--- config.mk ---
export PLATFORM = sky130hd
export DESIGN_NAME = block_dispatch_rr
export DESIGN_NICKNAME = d
export VERILOG_FILES = /design/src/rtl/block_dispatch_rr.sv
export SDC_FILE = /design/constraint.sdc
export NUM_CORES = 1
export LEC_CHECK = 0
export CAP_MARGIN = 20
export CORE_UTILIZATION = 50
export DETAILED_ROUTE_END_ITERATION = 8
export PLACE_DENSITY = 0.75
export SYNTH_ARGS = -nofsm -noshare
export SYNTH_HDL_FRONTEND = slang
export SYNTH_SLANG_ARGS = --single-unit
--- constraint.sdc ---
create_clock -name clk -period 3.9 [get_ports clk]
set_clock_uncertainty 0.15 [all_clocks]
set_input_delay 0.39 -clock clk [delete_from_list [all_inputs] [get_ports clk]]
set_output_delay 0.39 -clock clk [all_outputs]
set_load 0.02 [all_outputs]
--- src/rtl/block_dispatch_rr.sv ---
// Block dispatcher: splits a kernel into fixed-size thread blocks and hands them to cores round-robin.
// Optional macro DISPATCH_CYCLE_COUNT_EN adds a saturating kernel_cycles run-length counter.
module block_dispatch_rr #(
  parameter int NUM_CORES          = 2,
  parameter int THREADS_PER_BLOCK  = 4,
  parameter int THREAD_COUNT_WIDTH = 8
) (
  input  logic                                                 clk,
  input  logic                                                 reset,
  input  logic                                                 start,
  input  logic [THREAD_COUNT_WIDTH-1:0]                        thread_count,
  input  logic [NUM_CORES-1:0]                                 core_done,
  output logic [NUM_CORES-1:0]                                 core_start,
  output logic [NUM_CORES-1:0]                                 core_reset,
  output logic [NUM_CORES*THREAD_COUNT_WIDTH-1:0]              core_block_id,
  output logic [NUM_CORES*($clog2(THREADS_PER_BLOCK)+1)-1:0]   core_thread_count,
  output logic [THREAD_COUNT_WIDTH-1:0]                        blocks_done_count,
  output logic                                                 done
`ifdef DISPATCH_CYCLE_COUNT_EN
  ,
  output logic [31:0]                                          kernel_cycles
`endif
);

  localparam int TCW     = THREAD_COUNT_WIDTH;
  localparam int CTW     = $clog2(THREADS_PER_BLOCK) + 1;
  localparam int TPB_LOG = $clog2(THREADS_PER_BLOCK);
  localparam int PTR_W   = (NUM_CORES > 1) ? $clog2(NUM_CORES) : 1;

  localparam logic [CTW-1:0] TPB_VAL = CTW'(THREADS_PER_BLOCK);
  localparam logic [TCW:0]   ONE_B   = 1;

  typedef enum logic [1:0] {IDLE, RUN, DONE} state_t;

  state_t                         state, state_d;
  logic [TCW:0]                   total_blocks, total_blocks_d;
  logic [TCW-1:0]                 tc_latched, tc_latched_d;
  logic [TCW:0]                   dispatched, dispatched_d;
  logic [PTR_W-1:0]               ptr, ptr_d;
  logic [NUM_CORES-1:0]           core_start_d, core_reset_d;
  logic [NUM_CORES*TCW-1:0]       core_block_id_d;
  logic [NUM_CORES*CTW-1:0]       core_thread_count_d;
  logic [TCW-1:0]                 blocks_done_d;
  logic                           done_d;

  int hi_idx, lo_idx, grant_idx, comp_cnt;

  // Wide enough that a full-scale thread count cannot overflow before the shift.
  function automatic logic [TCW:0] ceil_blocks(input logic [TCW-1:0] tc);
    return ({1'b0, tc} + (TCW+1)'(THREADS_PER_BLOCK - 1)) >> TPB_LOG;
  endfunction

  function automatic logic [CTW-1:0] last_threads(input logic [TCW-1:0] tc,
                                                  input logic [TCW:0]   disp);
    return CTW'({1'b0, tc} - (disp << TPB_LOG));
  endfunction

  // First free core at or after the pointer; otherwise wrap to the lowest free core.
  always_comb begin
    hi_idx = -1;
    lo_idx = -1;
    for (int i = NUM_CORES - 1; i >= 0; i--) begin
      if (core_reset[i]) begin
        lo_idx = i;
        if (i >= int'(ptr)) hi_idx = i;
      end
    end
    grant_idx = (hi_idx >= 0) ? hi_idx : lo_idx;
  end

  always_comb begin
    state_d             = state;
    total_blocks_d      = total_blocks;
    tc_latched_d        = tc_latched;
    dispatched_d        = dispatched;
    ptr_d               = ptr;
    core_start_d        = core_start;
    core_reset_d        = core_reset;
    core_block_id_d     = core_block_id;
    core_thread_count_d = core_thread_count;
    blocks_done_d       = blocks_done_count;
    done_d              = done;
    comp_cnt            = 0;

    case (state)
      IDLE: begin
        if (start) begin
          state_d        = RUN;
          total_blocks_d = ceil_blocks(thread_count);
          tc_latched_d   = thread_count;
          dispatched_d   = '0;
          blocks_done_d  = '0;
          core_start_d   = '0;
          core_reset_d   = '1;
          done_d         = 1'b0;
        end
      end

      RUN: begin
        if (!start) begin
          state_d      = IDLE;
          core_start_d = '0;
          core_reset_d = '1;
          done_d       = 1'b0;
        end else if ({1'b0, blocks_done_count} == total_blocks) begin
          state_d = DONE;
          done_d  = 1'b1;
        end else begin
          for (int i = 0; i < NUM_CORES; i++) begin
            if (core_start[i] && core_done[i]) begin
              core_start_d[i] = 1'b0;
              core_reset_d[i] = 1'b1;
              comp_cnt        = comp_cnt + 1;
            end
          end
          blocks_done_d = blocks_done_count + TCW'(comp_cnt);

          // Eligibility uses the registered core_reset, so a core freed this cycle waits one edge.
          if ((dispatched < total_blocks) && (grant_idx >= 0)) begin
            for (int i = 0; i < NUM_CORES; i++) begin
              if (i == grant_idx) begin
                core_reset_d[i]                = 1'b0;
                core_start_d[i]                = 1'b1;
                core_block_id_d[i*TCW +: TCW]  = dispatched[TCW-1:0];
                core_thread_count_d[i*CTW +: CTW] =
                  (dispatched == total_blocks - ONE_B) ? last_threads(tc_latched, dispatched)
                                                       : TPB_VAL;
                ptr_d = PTR_W'((i + 1) % NUM_CORES);
              end
            end
            dispatched_d = dispatched + ONE_B;
          end
        end
      end

      DONE: begin
        if (!start) begin
          state_d = IDLE;
          done_d  = 1'b0;
        end
      end

      default: state_d = IDLE;
    endcase
  end

  always_ff @(posedge clk) begin
    if (reset) begin
      state             <= IDLE;
      total_blocks      <= '0;
      tc_latched        <= '0;
      dispatched        <= '0;
      ptr               <= '0;
      core_start        <= '0;
      core_reset        <= '1;
      core_block_id     <= '0;
      core_thread_count <= {NUM_CORES{TPB_VAL}};
      blocks_done_count <= '0;
      done              <= 1'b0;
    end else begin
      state             <= state_d;
      total_blocks      <= total_blocks_d;
      tc_latched        <= tc_latched_d;
      dispatched        <= dispatched_d;
      ptr               <= ptr_d;
      core_start        <= core_start_d;
      core_reset        <= core_reset_d;
      core_block_id     <= core_block_id_d;
      core_thread_count <= core_thread_count_d;
      blocks_done_count <= blocks_done_d;
      done              <= done_d;
    end
  end

`ifdef DISPATCH_CYCLE_COUNT_EN
  function automatic logic [31:0] sat_inc(input logic [31:0] v);
    return (&v) ? v : v + 32'd1;
  endfunction

  always_ff @(posedge clk) begin
    if (reset) begin
      kernel_cycles <= '0;
    end else if (state == IDLE && start) begin
      kernel_cycles <= '0;
    end else if (state == RUN) begin
      kernel_cycles <= sat_inc(kernel_cycles);
    end
  end
`endif

endmodule
# Word-level counts from Yosys, hierarchy flattened
# Cells that the tools add are included.
[classes]
add_sub_neg = 6
magnitude_cmp = 4
eq_ne = 12
n_mux = 53
bitwise_logic = 1
reduce_logical = 17
[ops]
columns = ["op", "count"]
rows = [
  ["32-bit two-way mux", 5],
  ["8-bit two-way mux", 10],
  ["32-bit by 1-bit greater-or-equal comparator with 1-bit output, second input constant", 2],
  ["9-bit two-way mux", 4],
  ["2-bit by 32-bit == test with 1-bit output, first input constant", 1],
  ["32-bit zero test", 1],
  ["2-bit two-way mux", 12],
  ["5-bit AND reduction", 4],
  ["9-bit case mux with 2 select lines", 1],
  ["8-bit case mux with 2 select lines", 1],
  ["1-bit two-way mux", 15],
  ["2-bit inequality test, second input constant", 5],
  ["8-bit by 2-bit adder with 9-bit output, second input constant", 1],
  ["9-bit by 1-bit adder with 9-bit output, second input constant", 1],
  ["9-bit == test", 1],
  ["9-bit by 7-bit < comparator with 1-bit output", 1],
  ["8-bit by 2-bit adder with 8-bit output, second input constant", 1],
  ["8-bit adder", 1],
  ["8-bit by 7-bit == test with 1-bit output", 1],
  ["2-bit case mux with 2 select lines", 2],
  ["4-bit AND reduction", 2],
  ["7-bit by 1-bit subtractor with 8-bit output, second input constant", 1],
  ["3-bit inequality test, second input constant", 2],
  ["2-bit case mux with 3 select lines", 1],
  ["other kinds (13)", 17],
]
[totals]
ff_bits = 57
inputBits = 13
output_inout_bits = 35
wordCells = 106

# Logic depth before layout (Yosys ltp)
[depth]
ltp_word = 14
depth_mapped = 9
ltp_nobuf = 7

# Worst setup path after synthesis
# Ideal clock, no wire load.
[synth_timing]
kind = "flip-flop to flip-flop"
from = "reg total_blocks[6]"
to = "reg dispatched[0]"
setup_time_ps = 123
t_arrival_ps = 1947
required_ps = 3627
slack_ps = 1680
path_stages_with_launch = 8
n_path_buf = 0
synth_period_minus_slack_ps = 2220
cell_sequence = "dfxtp_1 inv_1 ha_1 a2111oi_2 o21a_2 nand2_2 nor3_2 mux2_1"
[synth_between]
elab_chain_cells = 4
elab_cells_between_ends = 6
cone_classes = "1 x order compare; 3 x eq/ne; 2 x reduce/logical"
[synth_rtl]
columns = ["element", "line", "source"]
rows = [
  ["start: declaration", "36", "logic [TCW:0] total_blocks, total_blocks_d;"],
  ["start signal: assignment", "162", "total_blocks <= total_blocks_d;"],
  ["9-bit by 7-bit < comparator with 1-bit output", "119", "if ((dispatched < total_blocks) && (grant_idx >= 0)) begin"],
  ["1-bit logical AND", "119", ""],
  ["2-bit inequality test (no line)", "-", ""],
  ["5-bit AND reduction (no line) *", "-", ""],
  ["end signal: assignment", "164", "dispatched <= dispatched_d;"],
  ["end: declaration", "38", "logic [TCW:0] dispatched, dispatched_d;"],
]
# Mark *: on every way between the ends. The rest lies on a longest branch, timed or not.
# A chain may end at the register's enable or synchronous reset.

# Worst setup path after layout
[layout_timing]
from = "reg total_blocks[2]"
to = "reg core_thread_count[4]"
[layout_between]
elab_chain_cells = 3
elab_cells_between_ends = 8
cone_classes = "1 x add/sub; 1 x order compare; 2 x eq/ne; 1 x mux; 1 x bitwise; 2 x reduce/logical"
[layout_rtl]
columns = ["element", "line", "source"]
rows = [
  ["7-bit by 1-bit subtractor with 8-bit output (tied with other cells)", "126", "(dispatched == total_blocks - ONE_B) ? last_threads(tc_latched, dispatched)"],
  ["9-bit == test (tied with other cells)", "126", ""],
  ["3-bit two-way mux / 5-bit AND reduction (equally long branches)", "-", ""],
  ["end signal: assignment", "157", "core_thread_count <= {NUM_CORES{TPB_VAL}};"],
  ["end signal: assignment", "169", "core_thread_count <= core_thread_count_d;"],
  ["end: declaration", "16", "output logic [NUM_CORES*($clog2(THREADS_PER_BLOCK)+1)-1:0] core_thread_count,"],
]
# Several ways; a longest one is shown, not always the timed one.

==> out/results.txt <==
status = completed
worst-path fanout max = 24
Final Cycle Share = 65.8%
critical-path cell list = xnor2_1 -> nand4_1 -> o21ai_2 -> nor2_1 -> a31o_1
slowest stage cell, crit path = o21ai_2
ANT nets after route = 0
initial antenna violation count = 0
Die X = 80.7 µm
Post-synth EDFFs = 0
mapped cell area = 3100 µm²
DRT Pass-1 Iters = 5
R2R Setup Slk = 1.33 ns
Max transition margin = 33.6%
starting density of the core = 52.0%
Total Power = 1400 µW
synthesized area per cell = 8.30 µm²
routability congestion estimate = 0.791
Worst path top cell family by delay = compound AO/OA/AOI/OAI gates
Synth-to-Final Area Change = 22.2%
first-pass GRT wire length = 12.3 mm
CP Data Arrival Time = 2.65 ns
RSZ-0062 raised after global routing = false
crit path capture type = flop
count of state elements after synthesis = 57
Tightest Hold Check Type = flop to flop
cell count after synthesis = 373
sequential fraction of the synthesis area = 36.8%
Yosys top cell area share = 36.8%
Place WS = 1.27 ns
biggest area consumer among synthesized cells = dfxtp_1
Final Critical Period = 2.57 ns
vias per cell = 6.02
Fmax = 390 MHz
CTS tree = built
root buffer cell = clkbuf_8
H-tree level count = 3
top cells by area, synth = dfxtp_1 (37%), a21oi_1 (6.3%), ha_1 (4.8%)
Total GRT Usage = 24.8%
Ant. Diodes = 0
Ys Warns = 0
Synthesized Nets = 399
row count = 28
Post-synth top cells = dfxtp_1 (57), a21oi_1 (39), nand2_1 (29)
Post-CTS Setup Repair Bufs = 0
pin count of the biggest net entering global routing = 43
Max VDD drop = 0.000243 V
CP required = 3.98 ns
# DRC = 0
startpoint class of the critical path = flop
most common cell in the synthesized netlist = dfxtp_1
Pleak = 0.00130 µW
Port Buffers = 47
final setup violating endpoints = 0
vias in the first global route = 2623
max-slew violations = 0
total number of vias = 2958
Hold Fails Final Rpt = 0
Tightest Pin Transition = 0.996 ns
Yosys cell types = 58
I/O pins = 48
Core Util, Final = 63.5%
DIE AREA = 6510 µm²
CTS buffer count = 9
Post-synth top flop = dfxtp_1
critical path buffer and inverter count = 0
clk buf depth = 2
Worst Slack Setup Final = 1.33 ns
clock edge transition at the registers on the reported setup and hold paths = 0.07 ns
max_cap viols = 0
HPWL after DPL = 5.26 mm
CP peak stage delay = 0.82 ns
setup TNS = 0 ns
Worst Setup Path Type = flop to flop
PwrDens = 370 nW/µm²
1st-iter DRT viols = 212
Clk Latency, worst-skew pair = 0.34 ns
fraction of registers with async set/reset = 0%
cts hold-fix bufs = 0
gr ovfl total = 0
final wirelength = 7.59 mm
die height = 80.7 µm
Avg WL per Cell = 15.4 µm
nets = 437
CTS resizes = 0
Core ar. = 5960 µm²
layout cells sized above 1 = 6.73%
Sink Count = 57
path summary, 6_finish.rpt:
| kind | start | endpoint | cells past startpoint |
|---|---|---|---|
| setup / recovery | total_blocks[2]$_SDFFE_PP0P_ | core_thread_count[4]$_SDFFE_PP0P_ | 5 |
| hold / removal | tc_latched[2]$_SDFFE_PP0P_ | tc_latched[2]$_SDFFE_PP0P_ | 2 |
| setup reg to reg | total_blocks[2]$_SDFFE_PP0P_ | core_thread_count[4]$_SDFFE_PP0P_ | 5 |
| hold reg to reg | tc_latched[2]$_SDFFE_PP0P_ | tc_latched[2]$_SDFFE_PP0P_ | 2 |
kinds of logic after synthesis:
family,after synthesis,synth area share [%]
AND/OR/NAND/NOR,139,23.8
AO/OA/AOI/OAI,104,21.5
flip-flops,57,36.8
buffers and inverters,35,5.05
XOR/XNOR,19,5.37
adder cells (fa/ha/maj),13,5.49
multiplexers,6,1.98
per-stage QoR:
| stage | hold WS [ns] | std cells | area [µm²] |
|---|---|---|---|
| 3_5_place_dp | 0.314 | 475 | 3560 |
| 4_1_cts | 0.324 | 491 | 3780 |
| 2_1_floorplan | 0.300 | 373 | 3100 |
| 3_3_place_gp | 0.309 | 475 | 3560 |
| 5_1_grt | 0.336 | 491 | 3780 |
| 6_report | 0.321 | 491 | 3780 |
state kept, by name (all words and copies together) (netlist names):
signal and cells:
core_block_id 16, dispatched 9, blocks_done_count 8, total_blocks 7, core_thread_count 6, tc_latched 3
core_reset 2, core_start 2, state 2, done 1, ptr 1
worst min-delay path: stages, from the launching register on:
cell and delay, ns:
dfxtp_1 0.32, nand2_1 0.05, a21oi_1 0.05
final cells by class:
type / instances / area [µm²]
Fill cell: 524 / 2170
Tap cell: 75 / 93.8
Timing Repair Buffer: 48 / 478
Inverter: 14 / 52.6
Clock buffer: 9 / 124
Multi-Input combinational cell: 281 / 1800
Clock inverter: 7 / 95.1
Sequential cell: 57 / 1140
routing by layer:
layer	vias up	share of wire (%)	global-route usage (%)	wire length, µm
met5	-	0	0	0
met4	0	1.8	9.46	133
met2	104	47	40.3	3540
li1	1434	-	-	-
met1	1404	45	32.6	3450
met3	16	6.1	4.55	466
power breakdown:
part / internal (µW) / switching [µW]
Combinational: 65.2 / 115
Clock: 359 / 249
Sequential: 593 / 19.3
cell usage in the layout, fill, tap and decap left out, drive strengths merged, types with 13 or more instances in the layout:
cell,n
a21oi,39
nor2,24
clkdlybuf4s50,47
inv,14
xnor2,13
nand2,30
o21ai,26
dfxtp,57
nand3,22
(Power assumes the default switching activity.)
